--- config.mk ---
export PLATFORM = sky130hd
export DESIGN_NAME = button_conditioner_flat
export DESIGN_NICKNAME = d
export VERILOG_FILES = /design/src/rtl/button_if.sv /design/src/rtl/button_conditioner.sv /design/src/flat_wrapper.sv
export SDC_FILE = /design/constraint.sdc
export NUM_CORES = 1
export LEC_CHECK = 0
export ABC_AREA = 1
export CORE_MARGIN = 5
export CORE_UTILIZATION = 39
export CTS_BUF_LIST = sky130_fd_sc_hd__clkbuf_8
export DETAILED_ROUTE_END_ITERATION = 7
export DONT_BUFFER_PORTS = 1
export PLACE_DENSITY = 0.61
export RECOVER_POWER = 25
export SLEW_MARGIN = 20
export SYNTH_ARGS = -nofsm -noshare
export SYNTH_HDL_FRONTEND = slang
export SYNTH_SLANG_ARGS = --single-unit
--- constraint.sdc ---
create_clock -name clk -period 2.3 [get_ports clk]
set_clock_uncertainty 0.1 [all_clocks]
set_input_delay 0.69 -clock clk [delete_from_list [all_inputs] [get_ports clk]]
set_output_delay 0.69 -clock clk [all_outputs]
set_load 0.01 [all_outputs]
--- src/rtl/button_if.sv ---
// Button bundle between the board pins and the conditioner.
// The slave side is the conditioner, the master side is the board or game logic.
interface button_if #(
    parameter int N_BTN = 4
) ();
    logic [N_BTN-1:0] btn_raw;
    logic [N_BTN-1:0] dpb;
    logic [N_BTN-1:0] scen;
    logic [N_BTN-1:0] mcen;
    logic             scen_any;

    modport master (
        output btn_raw,
        input  dpb,
        input  scen,
        input  mcen,
        input  scen_any
    );

    modport slave (
        input  btn_raw,
        output dpb,
        output scen,
        output mcen,
        output scen_any
    );
endinterface

--- src/rtl/button_conditioner.sv ---
// Per-button 2-FF synchronizer and debounce FSM.
// Produces a debounced level, a press pulse and an auto-repeat pulse train.
module button_conditioner #(
    parameter int N_BTN           = 4,
    parameter int DEBOUNCE_CYCLES = 1_000_000,
    parameter int REPEAT_DELAY    = 50_000_000,
    parameter int REPEAT_PERIOD   = 15_000_000
) (
    input logic      clk,
    input logic      reset,
    button_if.slave  bus
);
    localparam int CLOG = $clog2(DEBOUNCE_CYCLES);
    localparam int CW   = (CLOG > 0) ? CLOG : 1;
    localparam int RMAX = (REPEAT_DELAY > REPEAT_PERIOD)
                        ? REPEAT_DELAY : REPEAT_PERIOD;
    localparam int RW   = $clog2(RMAX + 1);

    localparam logic [CW-1:0] CNT_LAST = CW'(DEBOUNCE_CYCLES - 1);
    localparam logic [CW-1:0] CNT_ONE  = CW'(1);
    localparam logic [RW-1:0] R_DELAY  = RW'(REPEAT_DELAY);
    localparam logic [RW-1:0] R_PERIOD = RW'(REPEAT_PERIOD);

    typedef enum logic [1:0] {
        IDLE,
        PQUAL,
        HELD,
        RQUAL
    } state_e;

    logic [N_BTN-1:0] sync1_q;
    logic [N_BTN-1:0] sync2_q;
    logic [N_BTN-1:0] accept_d;
    logic [N_BTN-1:0] dpb;
    logic [N_BTN-1:0] scen;
    logic [N_BTN-1:0] mcen;
    logic             scen_any_q;

    always_ff @(posedge clk) begin
        if (reset) begin
            sync1_q    <= '0;
            sync2_q    <= '0;
            scen_any_q <= 1'b0;
        end else begin
            sync1_q    <= bus.btn_raw;
            sync2_q    <= sync1_q;
            scen_any_q <= |accept_d;
        end
    end

    for (genvar i = 0; i < N_BTN; i++) begin : g_ch
        state_e        state_q;
        logic [CW-1:0] cnt_q;
        logic [RW-1:0] rpt_q;
        logic [RW-1:0] rpt_inc;
        logic [RW-1:0] rpt_tgt;
        logic          rep_q;
        logic          dpb_q;
        logic          scen_q;
        logic          mcen_q;
        logic          s;

        assign s        = sync2_q[i];
        assign rpt_inc  = (rpt_q == '1) ? rpt_q : rpt_q + 1'b1;
        assign rpt_tgt  = rep_q ? R_PERIOD : R_DELAY;
        assign accept_d[i] = (state_q == PQUAL) && s
                          && (cnt_q == CNT_LAST);

        // rep_q marks that the long first-repeat delay has elapsed
        always_ff @(posedge clk) begin
            if (reset) begin
                state_q <= IDLE;
                cnt_q   <= '0;
                rpt_q   <= '0;
                rep_q   <= 1'b0;
                dpb_q   <= 1'b0;
                scen_q  <= 1'b0;
                mcen_q  <= 1'b0;
            end else begin
                scen_q <= accept_d[i];
                mcen_q <= 1'b0;
                unique case (state_q)
                    IDLE: begin
                        if (s) begin
                            state_q <= PQUAL;
                            cnt_q   <= CNT_ONE;
                        end
                    end
                    PQUAL: begin
                        if (!s) begin
                            state_q <= IDLE;
                            cnt_q   <= '0;
                        end else if (accept_d[i]) begin
                            state_q <= HELD;
                            cnt_q   <= '0;
                            rpt_q   <= '0;
                            rep_q   <= 1'b0;
                            dpb_q   <= 1'b1;
                            mcen_q  <= 1'b1;
                        end else if (cnt_q != '1) begin
                            cnt_q <= cnt_q + 1'b1;
                        end
                    end
                    HELD: begin
                        if (!s) begin
                            state_q <= RQUAL;
                            cnt_q   <= CNT_ONE;
                            rpt_q   <= '0;
                        end else if (rpt_inc == rpt_tgt) begin
                            rpt_q  <= '0;
                            rep_q  <= 1'b1;
                            mcen_q <= 1'b1;
                        end else begin
                            rpt_q <= rpt_inc;
                        end
                    end
                    RQUAL: begin
                        if (s) begin
                            state_q <= HELD;
                            cnt_q   <= '0;
                            rpt_q   <= '0;
                        end else if (cnt_q == CNT_LAST) begin
                            state_q <= IDLE;
                            cnt_q   <= '0;
                            dpb_q   <= 1'b0;
                        end else if (cnt_q != '1) begin
                            cnt_q <= cnt_q + 1'b1;
                        end
                    end
                    default: state_q <= IDLE;
                endcase
            end
        end

        assign dpb[i]  = dpb_q;
        assign scen[i] = scen_q;
        assign mcen[i] = mcen_q;
    end

    assign bus.dpb      = dpb;
    assign bus.scen     = scen;
    assign bus.mcen     = mcen;
    assign bus.scen_any = scen_any_q;
endmodule
--- src/flat_wrapper.sv ---
// flat-port wrapper written by rule: the top's interface ports become plain ports
module button_conditioner_flat 
#(
    parameter int N_BTN           = 4,
    parameter int DEBOUNCE_CYCLES = 1_000_000,
    parameter int REPEAT_DELAY    = 50_000_000,
    parameter int REPEAT_PERIOD   = 15_000_000
)
  (clk, reset, bus_btn_raw, bus_dpb, bus_scen, bus_mcen, bus_scen_any);
  button_if #(.N_BTN(N_BTN)) bus_i ();
  input logic clk;
  input logic reset;
  input wire logic [$bits(bus_i.btn_raw)-1:0] bus_btn_raw;
  output wire logic [$bits(bus_i.dpb)-1:0] bus_dpb;
  output wire logic [$bits(bus_i.scen)-1:0] bus_scen;
  output wire logic [$bits(bus_i.mcen)-1:0] bus_mcen;
  output wire logic [$bits(bus_i.scen_any)-1:0] bus_scen_any;
  assign bus_i.btn_raw = bus_btn_raw;
  assign bus_dpb = bus_i.dpb;
  assign bus_scen = bus_i.scen;
  assign bus_mcen = bus_i.mcen;
  assign bus_scen_any = bus_i.scen_any;
  button_conditioner #(.N_BTN(N_BTN), .DEBOUNCE_CYCLES(DEBOUNCE_CYCLES), .REPEAT_DELAY(REPEAT_DELAY), .REPEAT_PERIOD(REPEAT_PERIOD)) u_core (.clk(clk), .reset(reset), .bus(bus_i));
endmodule
==> results of run 1 <==
per-layer routing:
| metal | wire [um] | track usage |
|---|---|---|
| met5 | 0 | 0 |
| met4 | 1340 | 0.0648 |
| met3 | 1880 | 0.0365 |
| met2 | 21400 | 0.343 |
| met1 | 20600 | 0.271 |
flip-flops by register name, summed over array words and instances, names as in the netlist, named ones only:
signal	count
u_core.bus.scen_any	1
u_core.g_ch.cnt_q	80
u_core.g_ch.dpb_q	4
u_core.g_ch.mcen_q	4
u_core.g_ch.rep_q	4
u_core.g_ch.rpt_q	104
u_core.g_ch.scen_q	4
u_core.g_ch.state_q	4
u_core.sync1_q	4
u_core.sync2_q	4
placed cells by master, fill, tap and decap left out, types with 6 or more instances in the layout:
cell	synthesis	routed
sky130_fd_sc_hd__o21bai_1	8	8
sky130_fd_sc_hd__dfxtp_2	0	35
sky130_fd_sc_hd__nand2_2	16	60
sky130_fd_sc_hd__nand2_1	636	585
sky130_fd_sc_hd__buf_6	8	21
sky130_fd_sc_hd__nand3_1	172	131
sky130_fd_sc_hd__or2_2	12	12
sky130_fd_sc_hd__buf_4	12	337
sky130_fd_sc_hd__xor2_1	44	40
sky130_fd_sc_hd__nand3b_1	10	10
sky130_fd_sc_hd__nand4_1	68	68
sky130_fd_sc_hd__nor2_1	348	260
sky130_fd_sc_hd__nand3_4	2	29
sky130_fd_sc_hd__a21oi_2	20	72
sky130_fd_sc_hd__o211ai_1	13	13
sky130_fd_sc_hd__inv_1	215	220
sky130_fd_sc_hd__nor4_1	21	16
sky130_fd_sc_hd__xnor2_1	32	29
sky130_fd_sc_hd__a21oi_1	214	162
sky130_fd_sc_hd__nand2_4	5	13
sky130_fd_sc_hd__nor2_4	9	39
sky130_fd_sc_hd__buf_12	1	8
sky130_fd_sc_hd__clkbuf_8	0	56
sky130_fd_sc_hd__nor3_1	34	33
sky130_fd_sc_hd__nand3_2	29	43
sky130_fd_sc_hd__a31oi_1	9	9
sky130_fd_sc_hd__inv_2	4	10
sky130_fd_sc_hd__o21ai_0	52	50
sky130_fd_sc_hd__dfxtp_1	217	178
sky130_fd_sc_hd__nor2_2	6	64
sky130_fd_sc_hd__ha_4	0	6
sky130_fd_sc_hd__ha_1	28	22
cells in the mapped netlist (all sizes together), types with 2 or more instances:
library cell    n  share of area
nand2         657           0.17
nor2          363          0.098
a21oi         236          0.087
inv           219          0.056
dfxtp         217           0.30
nand3         203          0.081
nand4          68          0.029
o21ai          56          0.019
xor2           44          0.026
buf            43          0.021
clkbuf         43          0.011
nor3           37          0.014
xnor2          32          0.019
ha             28          0.024
nor4           21         0.0089
o211ai         13         0.0066
or2            12         0.0051
nand3b         10         0.0051
a31oi           9         0.0038
o21bai          8         0.0041
clkinv          4         0.0010
nor3b           4         0.0020
and2            3         0.0013
a211oi          2         0.0010
a21o            2         0.0010
a22oi           2         0.0010
o21a            2         0.0010
o221ai          2         0.0012
worst paths after layout:
| check | end | cells past startpoint |
|---|---|---|
| min reg2reg | u_core.sync2_q[0]$_SDFF_PP0_ | 2 |
| max reg2reg | u_core.g_ch[2].rpt_q[7]$_SDFFE_PP0P_ | 18 |
| min | u_core.g_ch[0].rpt_q[12]$_SDFFE_PP0P_ | 1 |
| max | u_core.g_ch[2].rpt_q[7]$_SDFFE_PP0P_ | 18 |
final cells by class:
cell class	count	area [um^2]
Inverter	223	846
Tap cell	511	639
Multi-Input combinational cell	1819	10400
Clock buffer	56	771
Sequential cell	217	4400
Clock inverter	21	100
Timing Repair Buffer	375	3060
Fill cell	3644	17200
power by group through the flow:
stage	sequential, W	combinational [W]	clock [W]
detailed placement	0.00410	0.00212	0
finish	0.00404	0.00238	0.00398
floorplan	0.00406	0.00142	0
CTS	0.00402	0.00215	0.00414
global route	0.00405	0.00262	0.00430
global placement	0.00409	0.00210	0
timing repair:
| action | CTS | global route |
|---|---|---|
| pin swaps | 15 | 98 |
| buffers inserted | 19 | 24 |
| gates cloned | 2 | 3 |
| gates resized for setup | 74 | 337 |
| setup endpoints to repair | 71 | 162 |
metrics by stage:
step / hold WS (ns) / setup slack, ns / power (W)
2_1_floorplan: 0.288 / 0.00620 / 0.00548
3_3_place_gp: 0.292 / -0.0728 / 0.00619
3_5_place_dp: 0.301 / -0.108 / 0.00622
4_1_cts: 0.0158 / -0.0490 / 0.0103
5_1_grt: 0.00376 / -0.223 / 0.0110
6_report: 0.0515 / -0.0950 / 0.0104
kinds of logic after synthesis:
family / count (synthesis) / share of synthesized area
flops: 217 / 0.296
buf+inv: 309 / 0.0892
fa+ha+maj: 28 / 0.0239
simple gates: 1379 / 0.418
compound gates: 335 / 0.128
xor+xnor: 76 / 0.0453
==> metrics.md, run 1 <==
| Metric | Value |
|---|---|
| Class of the tightest hold or removal check | in2reg |
| Post-route design area | 0.0202 mm^2 |
| Post-synth EDFFs | 0 |
| Post-layout instance count excluding filler cells | 3222 |
| Share of cells above drive strength 1 | 0.315 |
| Clock network fraction of total power | 0.383 |
| Pin count of the biggest net entering global routing | 161 |
| Number of nets with antenna violations after routing | 0 |
| Internal power consumption | 0.00685 W |
| Setup repair after global routing missed its margin | true |
| Count of distinct cell types in the synthesized netlist | 49 |
| Pre-antenna DRT Iters | 6 |
| Number of buffers created by CTS | 43 |
| Timing-limited maximum frequency | 418 MHz |
| Max Cap Violations | 0 |
| Antenna violations before repair | 0 |
| Post-Synthesis Net Count | 2378 |
| Final hold vios | 0 |
| Chain of cells forming the critical path | ha_4 -> nand2_4 -> nor2_4 -> nand2_2 -> nor2_4 -> nand2_2 -> nand2_2 -> nand3_2 -> nor2_1 -> nand2_1 -> nor2_1 -> nand2_1 -> nor2_1 -> nand2_2 -> buf_6 -> buf_6 -> nand3_2 -> a21oi_2 |
| Register bit count reported by yosys | 217 |
| Number of input and output port buffers inserted | 0 |
| Critical path required time | 2.68 ns |
| Area of the core | 0.0374 mm^2 |
| Critical Path Sink Type | flop |
| Sum of buffers and inverters on the critical path | 2 |
| GRT Util Overall | 0.205 |
| Count of standard-cell rows | 71 |
| Critical path class | reg2reg |
| First-pass GRT wire length | 72.9 mm |
| Detail-routed net length per standard cell | 14.0 um |
| Critical Path Most Common Cell | sky130_fd_sc_hd__nand2_2 |
| Die ar. | 0.0416 mm^2 |
| Nets@finish | 2713 |
| Vias in the first global route | 15.5k |
| Count of hold buffers inserted by post-cts repair | 0 |
| Final total negative setup slack | -0.552 ns |
| Die extent in y | 204 um |
| Vias after detailed routing | 16.3k |
| Net switching power | 0.00354 W |
| Slew at the pin closest to its max-slew limit | 0.528 ns |
| Mean instance size in the synthesized netlist | 6.27 um^2 |
| Number of antenna cells inserted | 0 |
| Number of buffers on the longest clock path | 3 |
| Core utilization of the finished layout | 0.540 |
| Final max-slew violation count | 0 |
| Clock network latency to the later pin of the worst-skew pair | 0.61 ns |
| DRC violations left | 0 |
| Violated checks | setup timing |
| Register area share after synthesis | 0.296 |
| Critical path arrival | 2.77 ns |
| Placed cells | 3098 |
| Minimum setup slack among reg-to-reg paths | -0.09 ns |
| Static power due to leakage | 7.69 nW |
| Critical path launch point type | flop |
| Post-synthesis instance total | 2344 |
| CTS root buffer | sky130_fd_sc_hd__clkbuf_8 |
| YS warnings | 0 |
| Period utilization | 1.04 |
| Launching element of the worst setup path | u_core.g_ch[2].rpt_q[0]$_SDFFE_PP0P_ |
| Die X-Extent | 204 um |
| Minimum period implied by the final worst setup slack | 2.39 ns |
| Total Routed Length | 45.2 mm |
| Starting density of the core | 0.393 |
| Clock slew at reported path FFs | 0.05 ns |
| Cell area power density | 514 mW/mm^2 |
| Maximum vdd drop | 390 uV |
| Layout overhead on the synthesized area | 37.5% |
| Area of placed instances | 0.0175 mm^2 |
| Number of H-tree levels | 2 |
| Seq pwr share | 0.388 |
| Half-perimeter wire length after placement | 31.8 mm |
| Number of DRC markers after the initial detailed-route iteration | 968 |
| Congestion Overflow GR | 0 |
| Final setup fails | 18 |
| Via/cell ratio | 5.07 |
| Boundary pin count | 19 |
| Library cell contributing the largest single delay on the critical path | sky130_fd_sc_hd__dfxtp_4 |
| Clock tree from TritonCTS | yes |
| Clock sink total | 217 |
| Max-slew headroom | 0.648 |
| Max FO, Critical Path | 5 |
| Largest delay share family, worst path | simple AND/OR/NAND/NOR gates |
| Prevailing post-synth register cell | sky130_fd_sc_hd__dfxtp_1 |
| Outcome | finished, violations left |
| Critical R2R Launch | u_core.g_ch[2].rpt_q[0]$_SDFFE_PP0P_ |
| HP Start | reset |
| Post-route setup slack | -0.0950 ns |
| Final weighted congestion of routability-driven global placement | 0.950 |
| Netlist area before placement | 0.0147 mm^2 |
| Max incr delay on CP | 0.36 ns |
| Share of async-settable or async-resettable flops after synthesis | 0 |
| Switching share of total power | 0.340 |
| Gate power share | 0.229 |
No activity file was read; power rests on OpenSTA's default activity.
==> run 2: changes to the inputs <==
- PLACE_DENSITY: 0.61 -> 0.59
- SETUP_SLACK_MARGIN: not set -> 0.2
- clock period: 2.3 -> 2.1 ns (I/O delays scaled with it)
==> run 2 against run 1 <==
The run still ends with setup timing left. Setup slack lost 0.36 ns. Critical path depth shrank 1. Sequential share of layout area down 3.2 points. Final area increased by 19%. Non-clock buffer count is 209 higher. Total power increased by 40%. Fmax fell by 6.1%. Critical endpoint is now u_core.g_ch[1].rpt_q[23]$_SDFFE_PP0P_. Highest routed layer unchanged.
==> metrics.md, run 2 (same netlist as run 1, synthesis figures left out) <==
| Metric | Value |
|---|---|
| GRT Util Overall | 0.226 |
| Minimum period implied by the final worst setup slack | 2.55 ns |
| Half-perimeter wire length after placement | 33.1 mm |
| Layout overhead on the synthesized area | 63.2% |
| Area of the core | 0.0374 mm^2 |
| Critical path arrival | 2.93 ns |
| Critical Path Sink Type | flop |
| Total Routed Length | 52.2 mm |
| Post-route setup slack | -0.451 ns |
| Count of standard-cell rows | 71 |
| Starting density of the core | 0.393 |
| Final total negative setup slack | -23.97 ns |
| Share of cells above drive strength 1 | 0.461 |
| Number of DRC markers after the initial detailed-route iteration | 1009 |
| Pin count of the biggest net entering global routing | 161 |
| DRC violations left | 0 |
| Congestion Overflow GR | 0 |
| Maximum vdd drop | 595 uV |
| Clock network latency to the later pin of the worst-skew pair | 0.60 ns |
| Boundary pin count | 19 |
| Max-slew headroom | 0.666 |
| Flip-flop count of the largest register after layout | 104 |
| Max Cap Violations | 0 |
| Vias after detailed routing | 17.7k |
| CTS root buffer | sky130_fd_sc_hd__clkbuf_8 |
| Number of buffers on the longest clock path | 3 |
| Largest registers | u_core.g_ch.rpt_q: 104 flops, u_core.g_ch.cnt_q: 80 flops |
| Critical path launch point type | flop |
| Period utilization | 1.21 |
| Die ar. | 0.0416 mm^2 |
| Number of H-tree levels | 2 |
| Outcome | finished, violations left |
| Violated checks | setup timing |
| Die X-Extent | 204 um |
| Max FO, Critical Path | 8 |
| Most common library cell in the layout ignoring fill and taps | sky130_fd_sc_hd__nand2_1 |
| Final weighted congestion of routability-driven global placement | 0.912 |
| Class of the tightest hold or removal check | in2reg |
| Critical path required time | 2.48 ns |
| Die extent in y | 204 um |
| Final setup fails | 131 |
| Number of nets with antenna violations after routing | 0 |
| Slew at the pin closest to its max-slew limit | 0.501 ns |
| Final-layout worst hold slack | 0.0150 ns |
| Number of buffers created by CTS | 43 |
| Largest register by flop count | u_core.g_ch.rpt_q |
| Static power due to leakage | 9.48 nW |
| Pre-antenna DRT Iters | 6 |
| Nets@finish | 2922 |
| Cell area power density | 606 mW/mm^2 |
| Via/cell ratio | 5.15 |
| Timing-limited maximum frequency | 392 MHz |
| Antenna violations before repair | 0 |
| Detail-routed net length per standard cell | 15.2 um |
| Final max-slew violation count | 0 |
| Count of hold buffers inserted by post-cts repair | 8 |
| Number of antenna cells inserted | 0 |
| Clock slew at reported path FFs | 0.07 ns |
| First-pass GRT wire length | 79.5 mm |
| Clock sink total | 217 |
| Vias in the first global route | 16.6k |
| Leading cell types in the layout, fill and taps excluded | sky130_fd_sc_hd__nand2_1 (524), sky130_fd_sc_hd__buf_4 (448), sky130_fd_sc_hd__nor2_1 (228), sky130_fd_sc_hd__inv_1 (193), sky130_fd_sc_hd__dfxtp_1 (152) |
| Critical path class | reg2reg |
| Clock tree from TritonCTS | yes |
| Setup repair after global routing missed its margin | true |
| Number of input and output port buffers inserted | 0 |
| Final hold vios | 0 |
run 2: where the power goes:
part           leakage, nW  switching (W)  total [W]  internal [W]
Clock                0.567        0.00202    0.00528       0.00326
Combinational         7.13        0.00268    0.00479       0.00211
Sequential            1.79       0.000181    0.00445       0.00427
Total                 9.48        0.00489     0.0145       0.00963
run 2: final timing paths:
kind | to | slack [ns] | cells after the start | start
min reg2reg | u_core.sync2_q[3]$_SDFF_PP0_ | 0.32 | 2 | u_core.sync1_q[3]$_SDFF_PP0_
min | u_core.g_ch[1].rpt_q[5]$_SDFFE_PP0P_ | 0.01 | 1 | reset
max | u_core.g_ch[1].rpt_q[23]$_SDFFE_PP0P_ | -0.45 | 17 | u_core.g_ch[1].rpt_q[1]$_SDFFE_PP0P_
max reg2reg | u_core.g_ch[1].rpt_q[23]$_SDFFE_PP0P_ | -0.45 | 17 | u_core.g_ch[1].rpt_q[1]$_SDFFE_PP0P_
run 2: final cells by class:
type	count	area [um^2]
well taps	511	639
multi-input cells	1819	11700
fillers	3119	13400
clock buffers	56	771
clock inverters	22	283
inverters	223	910
flip-flops and latches	217	4470
repair buffers	584	5200
run 2: repair_timing:
action | CTS | global route
setup buffers | 66 | 52
setup endpoints to repair | 190 | 203
endpoints found under the hold margin | 55 | 11
gates cloned | 7 | 5
pin swaps | 122 | 183
resized for setup | 292 | 497
run 2: through the flow:
step	cell area, um^2	power, W	std cells	util	worst slack (ns)
floorplan	15200	0.00618	2344	-	-0.172
global placement	18800	0.00706	3216	0.503	-0.363
detailed placement	18800	0.00710	3216	0.503	-0.367
CTS	21700	0.0136	3375	0.579	-0.293
global route	24000	0.0152	3432	0.641	-0.531
finish	24000	0.0145	3432	0.641	-0.451
run 2: metal layers:
metal / vias to the layer above / wire [um] / track usage
met2: 452 / 25600 / 0.383
li1: 8742 / - / -
met3: 101 / 2560 / 0.0360
met4: 0 / 1340 / 0.0737
met1: 8391 / 22700 / 0.294
met5: - / 0 / 0
run 2: critical path, cell delays in order (launching register included):
cell	delay (ns)
sky130_fd_sc_hd__dfxtp_4	0.36
sky130_fd_sc_hd__ha_4	0.16
sky130_fd_sc_hd__nand2_4	0.06
sky130_fd_sc_hd__nor2_4	0.12
sky130_fd_sc_hd__nand2_2	0.08
sky130_fd_sc_hd__nor2_4	0.18
sky130_fd_sc_hd__buf_6	0.12
sky130_fd_sc_hd__buf_6	0.08
sky130_fd_sc_hd__xor2_2	0.16
sky130_fd_sc_hd__nand3_1	0.13
sky130_fd_sc_hd__nor2_1	0.11
sky130_fd_sc_hd__nand3_1	0.10
sky130_fd_sc_hd__nor2_2	0.15
sky130_fd_sc_hd__nand2_4	0.09
sky130_fd_sc_hd__buf_12	0.13
sky130_fd_sc_hd__buf_16	0.14
sky130_fd_sc_hd__nand3_2	0.08
sky130_fd_sc_hd__a21oi_2	0.06
